### src/rtl/wisc_pkg.sv
// Shared write-back definitions: opcode constants, Dst_reg encoding, write-back FSM states.
// Latency: n/a (constants and types only).
// Backpressure: n/a.
package wisc_pkg;

    // Opcodes with special meaning in the write-back stage.
    localparam logic [4:0] HALT_OP = 5'b00000;
    localparam logic [4:0] NOP_OP  = 5'b00001;

    // Destination register select (Dst_reg field from MEM/WB).
    localparam logic [1:0] DST_RD   = 2'b00;
    localparam logic [1:0] DST_RS   = 2'b01;
    localparam logic [1:0] DST_R7   = 2'b10;
    localparam logic [1:0] DST_NONE = 2'b11;

    localparam int unsigned RF_DEPTH = 8;
    localparam int unsigned RF_AW    = 3;
    localparam int unsigned CNT_W    = 16;

    typedef enum logic [1:0] {
        RUN  = 2'b00,
        HALT = 2'b01,
        ERR  = 2'b10
    } wb_state_t;

    // Destination register number for a Dst_reg encoding. DST_NONE never
    // commits, so its value only shows up on wb_reg_o; RD is as good as any.
    function automatic logic [RF_AW-1:0] dst_sel(
        input logic [1:0]       dst,
        input logic [RF_AW-1:0] rd,
        input logic [RF_AW-1:0] rs
    );
        logic [RF_AW-1:0] r;
        r = rd;
        case (dst)
            DST_RD:  r = rd;
            DST_RS:  r = rs;
            DST_R7:  r = 3'd7;
            default: r = rd;
        endcase
        return r;
    endfunction

endpackage

### src/rtl/wb_regfile_rf_bank.sv
// 8 x DW register storage with one write port and two bypassed read ports.
// Latency: write lands at the clock edge; reads are combinational, same-cycle bypass of the write.
// Backpressure: none; a write is accepted every cycle we_i is high.
//
// Ports:
//   clk_i, rst_ni          clock, asynchronous active-low clear of all entries
//   we_i, waddr_i, wdata_i write port
//   raddr1_i/rdata1_o      read port 1 (bypassed)
//   raddr2_i/rdata2_o      read port 2 (bypassed)
module rf_bank
    import wisc_pkg::*;
#(
    parameter int DW = 16
) (
    input  logic             clk_i,
    input  logic             rst_ni,
    input  logic             we_i,
    input  logic [RF_AW-1:0] waddr_i,
    input  logic [DW-1:0]    wdata_i,
    input  logic [RF_AW-1:0] raddr1_i,
    output logic [DW-1:0]    rdata1_o,
    input  logic [RF_AW-1:0] raddr2_i,
    output logic [DW-1:0]    rdata2_o
);

    logic [DW-1:0] mem_q [RF_DEPTH];

    always_ff @(posedge clk_i or negedge rst_ni) begin
        if (!rst_ni) begin
            for (int i = 0; i < RF_DEPTH; i++) begin
                mem_q[i] <= '0;
            end
        end else if (we_i) begin
            mem_q[waddr_i] <= wdata_i;
        end
    end

    // Decode sees the value being written this cycle, not the stale entry.
    always_comb begin
        rdata1_o = mem_q[raddr1_i];
        if (we_i && (waddr_i == raddr1_i)) begin
            rdata1_o = wdata_i;
        end
    end

    always_comb begin
        rdata2_o = mem_q[raddr2_i];
        if (we_i && (waddr_i == raddr2_i)) begin
            rdata2_o = wdata_i;
        end
    end

endmodule

### src/rtl/wb_regfile.sv
// Write-back stage: selects WB value/destination, commits to the register file, tracks halt/exception, counts retires.
// Latency: commit lands at the edge ending the WB cycle (bypassed to reads same cycle); halted/err/retire_cnt registered, +1 cycle.
// Backpressure: none; one instruction consumed per cycle, ignored entirely once halted or in error.
//
// Ports:
//   clk, rst                          clock, asynchronous active-low reset
//   data_read, address                load data / ALU result from MEM/WB
//   RD, RS, opcode, Dst_reg, Mem_reg  instruction fields and WB controls
//   Reg_write, Excp                   write enable, exception flag
//   rd_addr1/2, rd_data1/2            decode read ports (combinational, bypassed)
//   wb_en_o, wb_reg_o, wb_data_o      write-back info for EX forwarding
//   halted, err, retire_cnt           status and retired instruction count
module wb_regfile
    import wisc_pkg::*;
#(
    parameter int DW = 16
) (
    input  logic             clk,
    input  logic             rst,
    input  logic [DW-1:0]    data_read,
    input  logic [DW-1:0]    address,
    input  logic [RF_AW-1:0] RD,
    input  logic [RF_AW-1:0] RS,
    input  logic [4:0]       opcode,
    input  logic [1:0]       Dst_reg,
    input  logic             Mem_reg,
    input  logic             Reg_write,
    input  logic             Excp,
    input  logic [RF_AW-1:0] rd_addr1,
    input  logic [RF_AW-1:0] rd_addr2,
    output logic [DW-1:0]    rd_data1,
    output logic [DW-1:0]    rd_data2,
    output logic             wb_en_o,
    output logic [RF_AW-1:0] wb_reg_o,
    output logic [DW-1:0]    wb_data_o,
    output logic             halted,
    output logic             err,
    output logic [CNT_W-1:0] retire_cnt
);

    wb_state_t        state_q, state_d;
    logic             halted_q;
    logic             err_q;
    logic [CNT_W-1:0] retire_q, retire_d;

    logic [DW-1:0]    wb_data;
    logic [RF_AW-1:0] wb_reg;
    logic             running;
    logic             transition;
    logic             commit;
    logic             count_en;

    // ------------------------------------------------------------------
    // Write-back selection
    // ------------------------------------------------------------------
    assign wb_data = Mem_reg ? data_read : address;
    assign wb_reg  = dst_sel(Dst_reg, RD, RS);

    assign running    = (state_q == RUN);
    // A halting or faulting instruction never writes its destination.
    assign transition = (opcode == HALT_OP) | Excp;
    // Gating with rst keeps the bypass from showing a write while reset is
    // held, so reads reflect the cleared file immediately.
    assign commit     = rst & Reg_write & (Dst_reg != DST_NONE) & running & ~transition;

    // The HALT instruction itself retires; a faulting one does not.
    assign count_en = running & (opcode != NOP_OP) & ~Excp;
    assign retire_d = retire_q + CNT_W'(count_en);

    // ------------------------------------------------------------------
    // FSM next state: exception wins over halt; HALT/ERR are absorbing.
    // ------------------------------------------------------------------
    always_comb begin
        state_d = state_q;
        if (running) begin
            if (Excp) begin
                state_d = ERR;
            end else if (opcode == HALT_OP) begin
                state_d = HALT;
            end
        end
    end

    always_ff @(posedge clk or negedge rst) begin
        if (!rst) begin
            state_q  <= RUN;
            halted_q <= 1'b0;
            err_q    <= 1'b0;
            retire_q <= '0;
        end else begin
            state_q  <= state_d;
            halted_q <= (state_d != RUN);
            err_q    <= (state_d == ERR);
            retire_q <= retire_d;
        end
    end

    // ------------------------------------------------------------------
    // Register storage
    // ------------------------------------------------------------------
    rf_bank #(
        .DW (DW)
    ) u_rf_bank (
        .clk_i    (clk),
        .rst_ni   (rst),
        .we_i     (commit),
        .waddr_i  (wb_reg),
        .wdata_i  (wb_data),
        .raddr1_i (rd_addr1),
        .rdata1_o (rd_data1),
        .raddr2_i (rd_addr2),
        .rdata2_o (rd_data2)
    );

    assign wb_en_o    = commit;
    assign wb_reg_o   = wb_reg;
    assign wb_data_o  = wb_data;
    assign halted     = halted_q;
    assign err        = err_q;
    assign retire_cnt = retire_q;

endmodule
### config.mk
export PLATFORM = sky130hd
export DESIGN_NAME = wb_regfile
export DESIGN_NICKNAME = d
export VERILOG_FILES = /design/src/rtl/wisc_pkg.sv /design/src/rtl/wb_regfile_rf_bank.sv /design/src/rtl/wb_regfile.sv
export SDC_FILE = /design/constraint.sdc
export NUM_CORES = 1
export LEC_CHECK = 0
export ABC_CLOCK_PERIOD_IN_PS = 4000
export CORE_UTILIZATION = 40
export CTS_CLUSTER_DIAMETER = 200
export DETAILED_ROUTE_END_ITERATION = 8
export DONT_BUFFER_PORTS = 1
export GPL_TIMING_DRIVEN = 0
export PLACE_DENSITY_LB_ADDON = 0.05
export SYNTH_ARGS = -nofsm -noshare
export SYNTH_HDL_FRONTEND = slang
export SYNTH_HIERARCHICAL = 1
export SYNTH_SLANG_ARGS = --single-unit
### constraint.sdc
create_clock -name clk -period 4 [get_ports clk]
set_input_delay 1.2 -clock clk [delete_from_list [all_inputs] [get_ports clk]]
set_output_delay 1.2 -clock clk [all_outputs]
set_load 0.02 [all_outputs]
-- Yosys cells after proc, flatten, opt, wreduce, memory -nomap -nowiden
Cells that the tools add are included.
W data, S select, Z words.
- equal/unequal tests: 7
- $lt $le $gt $ge: 4
- reductions and logical operators: 6
- $add $sub $neg: 1
- muxes and demuxes: 16
- bitwise operators: 12
- operators by type and width (operator ; number):
    $bwmux W128 ; 1
    $mux W16 ; 8
    $bmux W16 S3 ; 2
    $demux W16 S3 ; 1
    $add A16 B1 Y16 ; 1
    $ge A4 B4 Y1 const B ; 3
    $not A3 Y4 ; 3
    $and A1 B1 Y1 ; 6
    $eq A3 B3 Y1 ; 2
    $mux W2 ; 3
    $pmux W3 S2 ; 1
    $logic_not A5 Y1 ; 1
    $ne A5 B1 Y1 const B ; 1
    $eq A2 B2 Y1 const B ; 2
    $lt A4 B1 Y1 const B ; 1
    $logic_and A1 B1 Y1 ; 3
    $eq A2 B1 Y1 const B ; 1
    $logic_not A2 Y1 ; 1
    $ne A2 B2 Y1 const B ; 1
    $not A1 Y1 ; 2
    $reduce_bool A2 Y1 ; 1
    $or A1 B1 Y1 ; 1
- register bits after elaboration: 148
- input port bits: 56
- output and inout port bits: 70
- logic and storage cells: 58

-- Logic depth before layout (Yosys ltp)
- word-level depth: 8
- gate-level depth with buffers: 9
- mapped depth without buffers: 7

-- Modules after synthesis
The synthesis kept the hierarchy.
- modules (own cells, without submodules) (module ; cells each ; instances ; sequential area each (µm²) ; area an instance (µm²)):
    rf_bank ; 452 ; 1 ; 3203.1 ; 7508.5
    wb_regfile ; 100 ; 1 ; 500.5 ; 1107.3

-- Worst setup path after synthesis
No wires, ideal clock.
- kind: in2out
- start: input Dst_reg[0]
- end: output rd_data2[10]
- arrival time: 3.454 ns
- buffers on the path: 2
- data required time: 2.800 ns
- stages: 8
- setup slack: -0.654 ns
- path through: inv_1 ha_1 o21ai_0 buf_2 xnor2_1 nand4_1 buf_4 mux2_4
- elaborated cells between the ends (all ways): 10
- those cells by class: 4 x eq/ne; 2 x mux; 3 x bitwise; 1 x reduce/logical
- RTL lines (item ; RTL line ; text):
    start, declared ; wb_regfile.sv:25 ; input logic [1:0] Dst_reg,
    $eq A2 B2 Y1 or $eq A2 B1 Y1 (tied branches) ; wisc_pkg.sv:35 ; case (dst)
    $pmux W3 S2 (*) ; wisc_pkg.sv:35 ;
    net wb_reg_o[0] ; wb_regfile.sv:34 ; output logic [RF_AW-1:0] wb_reg_o,
    $eq A3 B3 Y1 (*) ; wb_regfile_rf_bank.sv:48 ; if (we_i && (waddr_i == raddr2_i)) begin
    $logic_and A1 B1 Y1 (*) ; wb_regfile_rf_bank.sv:48 ;
    $mux W16 (*) ; wb_regfile_rf_bank.sv:48 ;
    end, declared ; wb_regfile.sv:32 ; output logic [DW-1:0] rd_data2,
Mark *: on every way through the listed nets, which the timed path passes. The rest lies on a longest branch.

-- Worst setup path after layout
- start: input Dst_reg[1]
- end: output rd_data1[4]
- elaborated cells between the ends (all ways): 10
- those cells by class: 4 x eq/ne; 2 x mux; 3 x bitwise; 1 x reduce/logical
- RTL lines (item ; RTL line ; text):
    $eq A2 B2 Y1 or $eq A2 B1 Y1 (tied branches) ; wisc_pkg.sv:35 ;
    $pmux W3 S2 (*) ; wisc_pkg.sv:35 ;
    net wb_reg_o[1] ; wb_regfile.sv:34 ;
    $eq A3 B3 Y1 (*) ; wb_regfile_rf_bank.sv:41 ; if (we_i && (waddr_i == raddr1_i)) begin
    $logic_and A1 B1 Y1 (*) ; wb_regfile_rf_bank.sv:41 ;
    $mux W16 (*) ; wb_regfile_rf_bank.sv:41 ;
    end, declared ; wb_regfile.sv:31 ; output logic [DW-1:0] rd_data1,
Marked as above.

==> impl_metrics.tcl <==
set metrics [dict create \
    status "finished with violations" \
    violations "setup timing" \
    cts_buffers 17 \
    clk_latency_ns 0.43 \
    dp_hpwl_um 14200 \
    p_leak_nw 4.98 \
    route.met2.wl_um 11100 \
    synth_nets 613 \
    required_ns 2.80 \
    wl_per_cell_um 25.9 \
    grt_pass1_wl_um 33700 \
    layout_min_cycle_time_ns 4.03 \
    netlist_area_sq_mm 0.00862 \
    grt_overflow 0 \
    synth-edff-count 0 \
    top_layer "met4" \
    vias 5091 \
    tightest_slew_ns 0.979 \
    wl_met1_um 10100 \
    dieHeight_um 149 \
    ys_ff_latch 148 \
    peakVddDrop_mv 0.229 \
    clock_tree.root_cell "clkbuf_16" \
    drt-total-wl_um 22600 \
    ys_warn_count 6 \
    hold_buffers 0 \
    dr.pass1.iters 4 \
    diodes 0 \
    wl_met3_um 1200 \
    synth_cell_types 32 \
    syn_area_per_cell_sq_um 15.6 \
    ys_top_cells_by_count "mux2_2, dfrtp_1, mux4_1" \
    die_area_sq_mm 0.0221 \
    core_region_area_sq_mm 0.0211 \
    grt_start_max_net_pins 150 \
    synthCells 552 \
    cts_max_level 4 \
    hold_class "in2async" \
    gp_congestion 0.737 \
    drtIter0Drc 250 \
    end_kind "primary output" \
    grt_usage 0.215 \
    drive_above_1_share 0.539 \
    path_max_fanout 6 \
    period_share 1.01 \
    clock_skew_ns 0.00851 \
    netlist.area_leader.share 0.430 \
    grt_pass1_vias 5377 \
    io_buffers 0 \
    fmax_mhz 248 \
    clkSlewWorstSetupHoldPaths_ns 0.06 \
    vias_per_cell 5.84 \
    p_total_mw 3.49 \
    start_util 0.409 \
    cts_buffer_depth 2 \
    synth.most_common_cell "mux2_2" \
    start_kind "input pin" \
    drc 0 \
    power_density_mw_per_mm2 349 \
    crit_type "in2out" \
    arrival_ns 2.83 \
    final_antenna_net_count 0 \
    antenna_found_initial 0 \
    cts_tree "yes" \
    ys_top_cells_by_area "dfrtp_1, mux2_2, mux4_1" \
    async_flop_share 1.00 \
    rows 53 \
    finalSetupViolations 17 \
    seq_area_frac_synth 0.430 \
    ioPinCount 126 \
    synth.largest_area_cell "dfrtp_1" \
    finalMaxSlewViolations 0 \
    final_hold_viol_count 0 \
    fp.dieW_um 149 \
    synth_ff_type "dfrtp_1" \
    maxSlewHeadroom 0.344 \
    numClockSinks 148 \
    nets 645 \
    preCtsSetupSlack_ns -0.635 \
    rsz0062_at_grt "yes" \
    maxCapViolCount 0 \
    areaGrowthSynthToFinish_pct 16.2 \
    worst_slack_ns -0.0285 \
]
## worst max-delay path, stage by stage
cell and delay [ns]:
ha_4 0.29, o21ai_4 0.26, buf_6 0.17, xnor2_2 0.11
nand4_1 0.13, buf_6 0.17, buf_12 0.15, mux2_4 0.34
## final timing paths
kind	start	to	slack [ns]	cells after the start
worst max-delay path	Dst_reg[1]	rd_data1[4]	-0.03	8
worst min-delay path	rst	u_rf_bank/mem_q[55]	0.47	0
worst max register to register	state_q[0]	u_rf_bank/mem_q[104]	0.84	9
worst min register to register	state_q[1]	state_q[1]	0.50	1
max in group asynchronous	rst	u_rf_bank/mem_q[32]	3.37	0
min in group clk	state_q[1]	state_q[1]	0.50	1
## logic make-up after synthesis
family	Yosys count	synth area share
adders and majority gates	5	0.00726
and+or+nand+nor	41	0.0304
buffers and inverters	57	0.0362
muxes	272	0.470
AOI/OAI and AO/OA	9	0.00595
DFF	148	0.430
xor gates and xnor gates	20	0.0203
## registers in the layout, indices dropped and copies added, names as in the netlist
register         cells
err                  1
halted               1
state_q              2
u_rf_bank/mem_q    128
retire_cnt          16
## placed cells by master (no fill, tap or decap), drive strengths merged
master      n
a2111oi     1
a21o        1
a21oi       4
and3        3
and4        1
buf        56
clkbuf     26
clkinv      1
clkinvlp    1
dfrtp     148
ha          5
inv        18
mux2      208
mux4       64
nand2       9
nand2b      1
nand3       7
nand4       6
nand4b      3
nor2        5
nor3        3
nor3b       2
nor4        1
o21ai       3
xnor2      17
xor2        3
## where the power goes
| part | switching (mW) | leakage [nW] | internal (mW) |
|---|---|---|---|
| combinational | 0.191 | 2.66 | 0.165 |
| sequential | 0.0314 | 2.04 | 1.53 |
| clock | 0.738 | 0.285 | 0.838 |
## final cells by class
cell class	instances	area, sq um
fill	1834	11100
multi-input combinational	347	4800
sequential	148	3700
clock buffer	17	425
buffer	52	403
tap	275	344
clock inverter	15	153
timing repair buffer	13	153
inverter	5	26.3
## per-stage QoR
stage	cells	TNS, ns	instance area (sq um)	hold slack (ns)	utilization
final	872	-0.333	10000	0.468	0.475
after global routing	872	-1.16	10000	0.444	0.475
after CTS	871	-0.0882	9960	0.446	0.472
after detailed placement	827	-17.05	9090	0.462	0.431
after global placement	827	-16.47	9090	0.464	0.431
after floorplan	552	-0.985	8750	0.445	-
## routing by layer
| metal | vias to the layer above | GRT usage |
|---|---|---|
| li1 | 2232 | - |
| met1 | 2702 | 0.284 |
| met2 | 142 | 0.360 |
| met3 | 15 | 0.0477 |
| met4 | 0 | 0.0515 |
| met5 | - | 0 |
## what timing repair did
| action | in CTS | in global routing |
|---|---|---|
| pin swaps | 8 | 6 |
| setup endpoints to repair | 32 | 31 |
| cloned | 2 | 0 |
| resized for setup | 52 | 9 |
| setup buffers | 10 | 1 |
| endpoints found under the hold margin | 0 | 0 |
Power figures use the tool's default switching activity.
